[config.mk]
export PLATFORM = sky130hd
export DESIGN_NAME = scheduled_delay_buffer_flat
export DESIGN_NICKNAME = d
export VERILOG_FILES = /design/src/rtl/scheduled_delay_buffer_if.sv /design/src/rtl/scheduled_delay_buffer.sv /design/src/flat_wrapper.sv
export SDC_FILE = /design/constraint.sdc
export NUM_CORES = 1
export LEC_CHECK = 0
export ABC_AREA = 1
export CAP_MARGIN = 10
export CORE_ASPECT_RATIO = 1.75
export CORE_MARGIN = 2
export CORE_UTILIZATION = 55
export CTS_CLUSTER_DIAMETER = 150
export DETAILED_ROUTE_END_ITERATION = 10
export DONT_BUFFER_PORTS = 1
export PLACE_DENSITY = 0.72
export SLEW_MARGIN = 40
export SYNTH_ARGS = -nofsm -noshare
export SYNTH_HDL_FRONTEND = slang
export SYNTH_SLANG_ARGS = --single-unit
[constraint.sdc]
create_clock -name clk -period 3.2 [get_ports clk]
set_clock_uncertainty 0.05 [all_clocks]
set_input_delay 0.32 -clock clk [delete_from_list [all_inputs] [get_ports clk]]
set_output_delay 0.32 -clock clk [all_outputs]
set_load 0.02 [all_outputs]
[src/rtl/scheduled_delay_buffer_if.sv]
// Sample bus for scheduled_delay_buffer: scheduled write side and FIFO-order read side.
// Optional occupancy output when SCHEDULED_DELAY_BUFFER_OCCUPANCY_EN is defined.
interface scheduled_delay_buffer_if #(
    parameter int WIDTH = 18,
    parameter int DEPTH = 16
);
    localparam int ADDR_W = $clog2(DEPTH);
    localparam int OCC_W  = $clog2(DEPTH + 1);

    logic [WIDTH-1:0]  data_in;
    logic              stb_in;
    logic [ADDR_W-1:0] delay;
    logic [WIDTH-1:0]  data_out;
    logic              stb_out;
    logic              collision;
`ifdef SCHEDULED_DELAY_BUFFER_OCCUPANCY_EN
    logic [OCC_W-1:0]  occupancy;

    modport master (
        output data_in, stb_in, delay,
        input  data_out, stb_out, collision, occupancy
    );
    modport slave (
        input  data_in, stb_in, delay,
        output data_out, stb_out, collision, occupancy
    );
`else
    modport master (
        output data_in, stb_in, delay,
        input  data_out, stb_out, collision
    );
    modport slave (
        input  data_in, stb_in, delay,
        output data_out, stb_out, collision
    );
`endif
endinterface

[src/rtl/scheduled_delay_buffer.sv]
// Scheduled-write, sequential-read circular delay buffer (write-side delay line).
// Define SCHEDULED_DELAY_BUFFER_OCCUPANCY_EN to add the registered occupancy count.
module scheduled_delay_buffer #(
    parameter int               WIDTH        = 18,
    parameter int               DEPTH        = 16,
    parameter logic [WIDTH-1:0] DEFAULT_DATA = '0,
    parameter int               OUT_REG      = 0
) (
    input  logic                   clk,
    input  logic                   reset,
    input  logic                   clk_en,
    scheduled_delay_buffer_if.slave bus
);
    localparam int ADDR_W = $clog2(DEPTH);

    logic [ADDR_W-1:0] rd_ptr;
    logic [WIDTH-1:0]  mem [DEPTH];
    logic [DEPTH-1:0]  valid;
    logic [DEPTH-1:0]  valid_nxt;

    logic              tick;
    logic              bypass;
    logic [ADDR_W-1:0] slot;
    logic              rd_hit;
    logic [WIDTH-1:0]  out_val;
    logic              coll;

    logic [WIDTH-1:0]  data_q;
    logic              stb_q;
    logic              coll_q;

    assign tick   = clk_en & bus.stb_in;
    assign bypass = (bus.delay == '0);
    assign slot   = rd_ptr + bus.delay;
    assign rd_hit = valid[rd_ptr];

    always_comb begin
        out_val = DEFAULT_DATA;
        coll    = 1'b0;
        if (bypass) begin
            out_val = bus.data_in;
            coll    = rd_hit;
        end else begin
            if (rd_hit)
                out_val = mem[rd_ptr];
            coll = valid[slot];
        end
    end

    // Read slot is always freed; a non-zero delay never targets it.
    always_comb begin
        valid_nxt         = valid;
        valid_nxt[rd_ptr] = 1'b0;
        if (!bypass)
            valid_nxt[slot] = 1'b1;
    end

    always_ff @(posedge clk) begin
        if (tick && !bypass)
            mem[slot] <= bus.data_in;
    end

    always_ff @(posedge clk) begin
        if (reset) begin
            rd_ptr <= '0;
            valid  <= '0;
            data_q <= DEFAULT_DATA;
            stb_q  <= 1'b0;
            coll_q <= 1'b0;
        end else if (tick) begin
            rd_ptr <= rd_ptr + 1'b1;
            valid  <= valid_nxt;
            data_q <= out_val;
            stb_q  <= 1'b1;
            coll_q <= coll;
        end else begin
            stb_q  <= 1'b0;
            coll_q <= 1'b0;
        end
    end

    // Extra stage runs every clk so latency stays fixed regardless of clk_en.
    if (OUT_REG != 0) begin : g_out_reg
        logic [WIDTH-1:0] data_r;
        logic             stb_r;
        logic             coll_r;

        always_ff @(posedge clk) begin
            if (reset) begin
                data_r <= DEFAULT_DATA;
                stb_r  <= 1'b0;
                coll_r <= 1'b0;
            end else begin
                data_r <= data_q;
                stb_r  <= stb_q;
                coll_r <= coll_q;
            end
        end

        assign bus.data_out  = data_r;
        assign bus.stb_out   = stb_r;
        assign bus.collision = coll_r;
    end else begin : g_out_comb
        assign bus.data_out  = data_q;
        assign bus.stb_out   = stb_q;
        assign bus.collision = coll_q;
    end

`ifdef SCHEDULED_DELAY_BUFFER_OCCUPANCY_EN
    localparam int OCC_W = $clog2(DEPTH + 1);

    logic [OCC_W-1:0] occ;
    logic             occ_inc;
    logic             occ_dec;

    assign occ_inc = !bypass && !valid[slot];
    assign occ_dec = rd_hit;

    always_ff @(posedge clk) begin
        if (reset)
            occ <= '0;
        else if (tick)
            occ <= occ + OCC_W'(occ_inc) - OCC_W'(occ_dec);
    end

    assign bus.occupancy = occ;
`endif
endmodule
[src/flat_wrapper.sv]
// flat-port wrapper written by rule: the top's interface ports become plain ports
module scheduled_delay_buffer_flat 
#(
    parameter int               WIDTH        = 18,
    parameter int               DEPTH        = 16,
    parameter logic [WIDTH-1:0] DEFAULT_DATA = '0,
    parameter int               OUT_REG      = 0
)
  (clk, reset, clk_en, bus_data_in, bus_stb_in, bus_delay, bus_data_out, bus_stb_out, bus_collision);
  scheduled_delay_buffer_if #(.WIDTH(WIDTH), .DEPTH(DEPTH)) bus_i ();
  input  logic clk;
  input  logic reset;
  input  logic clk_en;
  input wire logic [$bits(bus_i.data_in)-1:0] bus_data_in;
  input wire logic [$bits(bus_i.stb_in)-1:0] bus_stb_in;
  input wire logic [$bits(bus_i.delay)-1:0] bus_delay;
  output wire logic [$bits(bus_i.data_out)-1:0] bus_data_out;
  output wire logic [$bits(bus_i.stb_out)-1:0] bus_stb_out;
  output wire logic [$bits(bus_i.collision)-1:0] bus_collision;
  assign bus_i.data_in = bus_data_in;
  assign bus_i.stb_in = bus_stb_in;
  assign bus_i.delay = bus_delay;
  assign bus_data_out = bus_i.data_out;
  assign bus_stb_out = bus_i.stb_out;
  assign bus_collision = bus_i.collision;
  scheduled_delay_buffer #(.WIDTH(WIDTH), .DEPTH(DEPTH), .DEFAULT_DATA(DEFAULT_DATA), .OUT_REG(OUT_REG)) u_core (.clk(clk), .reset(reset), .clk_en(clk_en), .bus(bus_i));
endmodule
==> impl_metrics.csv <==
group,metric,value,unit
outcome,status,"finished clean",
layout,drive_above_1_share,8.070,%
timing,worst_pin_slew,0.8940,ns
clocking,clock_latency,0.56,ns
pwr,power.total,9.338,mW
logic_synthesis,synthFlopType,"edfxtp_1",
clocking,htreeDepth,1,
logic_synthesis,synth-async-reset-ratio,0,%
logic_synthesis,postSynthCellCount,1457,
logic_synthesis,synth_area,0.01451,sq mm
routing,via_per_inst,5.662,
clocking,clkTransAtPathRegs,0.07,ns
layout,final_common_cell,"nand2_1",
place,dp_hpwl,26060,um
logic_synthesis,synth_adder_area_share,0.7418,%
pwr,static-leakage-power,6.581,nW
logic_synthesis,syn_nets,1491,
timing,fin_crit_sh,78.87,%
pwr,irDropWorstVdd,0.0005297,V
timing,fmax,0.3962,GHz
critical_path,reg2reg_slack,0.68,ns
grt,grt_pass1_vias,9830,
clocking,clk_path_buf_depth,3,
logic_synthesis,yosys_warnings,0,
logic_synthesis,netlist.top_cell.by_area,"edfxtp_1",
place,place.gp.congestion,0.9332,
critical_path,cp-end-kind,"flip-flop",
pwr,p_clk_share,40.4,%
pwr,intPower,7.177,mW
timing,rsz0062_at_grt,"false",
logic_synthesis,synth_top_family_by_area,"simple AND/OR/NAND/NOR gates",
layout,ff_latch_area,0.009534,sq mm
grt,antenna_found_initial,0,
logic_synthesis,synth_compound_area_share,3.675,%
logic_synthesis,yosysSeqAreaShare,65.69,%
layout,fin_area,0.01590,sq mm
die,die-area,0.02774,sq mm
clocking,numCtsBuffers,28,
pwr,seqPwrFrac,51.6,%
logic_synthesis,synth_edf_count,288,
pwr,power_density,587.3,mW/mm^2
die,die_height,218.8,um
min_path,worstHoldPathType,"in2reg",
logic_synthesis,yosys.area_share.simple,22.49,%
routing,firstDrtPassIters,7,
timing,fin_ws,0.6761,ns
layout,n_fill_cell,2099,
grt,overflow,0,
pwr,switching_share,23.14,%
routing,postRouteAntennaNets,0,
clocking,cts_tree,"built",
layout,multi_input_area,0.003939,sq mm
critical_path,cp_max_fo,18,
layout,area_growth,9.609,%
routing,wl_per_cell,22.27,um
routing,drc,0,
place,postPlaceCellArea,0.01477,sq mm
die,core_area,0.02596,sq mm
logic_synthesis,muxShareOfSynthArea,0,%
timing,slew_headroom,40.20,%
die,placementRows,78,
timing,finalSetupViolCount,0,
routing,vias,10230,
logic_synthesis,synth.top_cell.area_share,59.62,%
layout,mostFrequentLayoutCells,"571 x nand2_1, 288 x edfxtp_1, 173 x nand3_1",
pwr,p_comb_share,8.0,%
die,pin_count,46,
logic_synthesis,synth.avg_cell_area,9.955,sq um
timing,finalCriticalPeriod,2.524,ns
critical_path,critPathArrivalTime,2.72,ns
place,pre_cts_slack,0.7112,ns
timing,final_max_slew_viol_count,0,
grt,grt_pass1_wl,59570,um
place,portBuffers,0,
clocking,cts_sinks,332,
timing,hold_violations,0,
layout,final_nets,1499,
clocking,root_buffer,"clkbuf_16",
logic_synthesis,ys_ff_latch,332,
layout,insertedDiodeCount,0,
logic_synthesis,synthTopCellsByArea,"edfxtp_1 60%, nand2_1 15%, dfxtp_1 6.1%",
die,start_util,55.88,%
routing,drt_wl_total,40250,um
routing,drtIter0Drc,1261,
pwr,switchingPower,2.161,mW
clocking,post-cts-setup-buffers,0,
die,die_w,126.8,um
critical_path,start_kind,"flip-flop",
logic_synthesis,synth-xor-area-share,0.2502,%
critical_path,path_class,"reg2reg",
logic_synthesis,synthDistinctLibCells,31,
timing,tns,0,ns
critical_path,cp.required,3.39,ns
grt,grt_util_all_layers,29.28,%
job,max_cap_viol_count,0,
grt,grt_max_degree,159,
==> layer usage <==
metal	GRT usage (%)	vias to the layer above	routed length, um
met1	35.78	4877	14550
li1	-	4785	-
met5	0	-	0
met2	51.21	461	20600
met3	2.828	108	2713
met4	16.04	0	2387
==> path summary, 6_finish.rpt <==
kind / startpoint / endpoint / cells past startpoint
max: u_core.rd_ptr[1] / u_core.mem[5][13] / 7
min: bus_stb_in / u_core.bus.stb_out / 2
max reg2reg: u_core.rd_ptr[1] / u_core.mem[5][13] / 7
min reg2reg: u_core.valid[11] / u_core.valid[11] / 2
==> state kept, by name (all words and copies together), names as in the netlist, named ones only <==
register,flops
u_core.mem,288
u_core.bus.data_out,18
u_core.valid,16
u_core.rd_ptr,4
u_core.bus.collision,1
u_core.bus.stb_out,1
==> cell usage after synthesis (6+ instances only) <==
cell	number
nand2_1	571
clkbuf_1	18
o21ai_0	42
edfxtp_1	288
buf_6	9
buf_4	10
inv_1	153
a21oi_2	6
ha_1	7
nand2_2	6
a21oi_1	33
o211ai_1	14
dfxtp_1	44
nor2_1	25
buf_2	31
nand3_1	173
==> worst max-delay path: stages, from the launching register on <==
cell	delay [ns]
dfxtp_1	0.56
fa_1	0.54
nor2_1	0.31
nand2_1	0.10
inv_1	0.19
nand2_1	0.11
inv_1	0.07
buf_4	0.27
==> metrics by stage <==
step	util (%)	cells	hold WS, ns
global route	61.24	1807	0.06190
global placement	56.89	1736	0.3393
finish	61.24	1807	0.06021
CTS	61.55	1807	0.04704
detailed placement	56.89	1736	0.3382
floorplan	-	1457	0.3689
==> cell type report <==
cell class,count,area share (%)
clock buffers,38,4.966
clock inverters,14,1.456
inverters,161,3.848
multi-input cells,892,24.77
flip-flops and latches,332,59.97
well taps,320,2.518
repair buffers,50,2.471
==> cell families after synthesis <==
kind of cell / Yosys count
DFF: 332
AOI/OAI and AO/OA: 95
adders and majority gates: 8
and+or+nand+nor: 787
buffers and inverters: 233
xor gates and xnor gates: 2
==> power groups by stage <==
stage / logic [mW] / registers, mW / clock network (mW)
2_1_floorplan: 0.465 / 4.90 / 0
6_report: 0.743 / 4.82 / 3.77
4_1_cts: 0.739 / 4.82 / 3.79
3_3_place_gp: 0.618 / 4.92 / 0
3_5_place_dp: 0.627 / 4.92 / 0
5_1_grt: 0.806 / 4.82 / 3.96
==> what timing repair did <==
action	CTS	global route
resized for setup	0	0
hold buffers	19	0
hold endpoints to repair	326	0
Note: power is estimated with default switching activity, not from simulation.
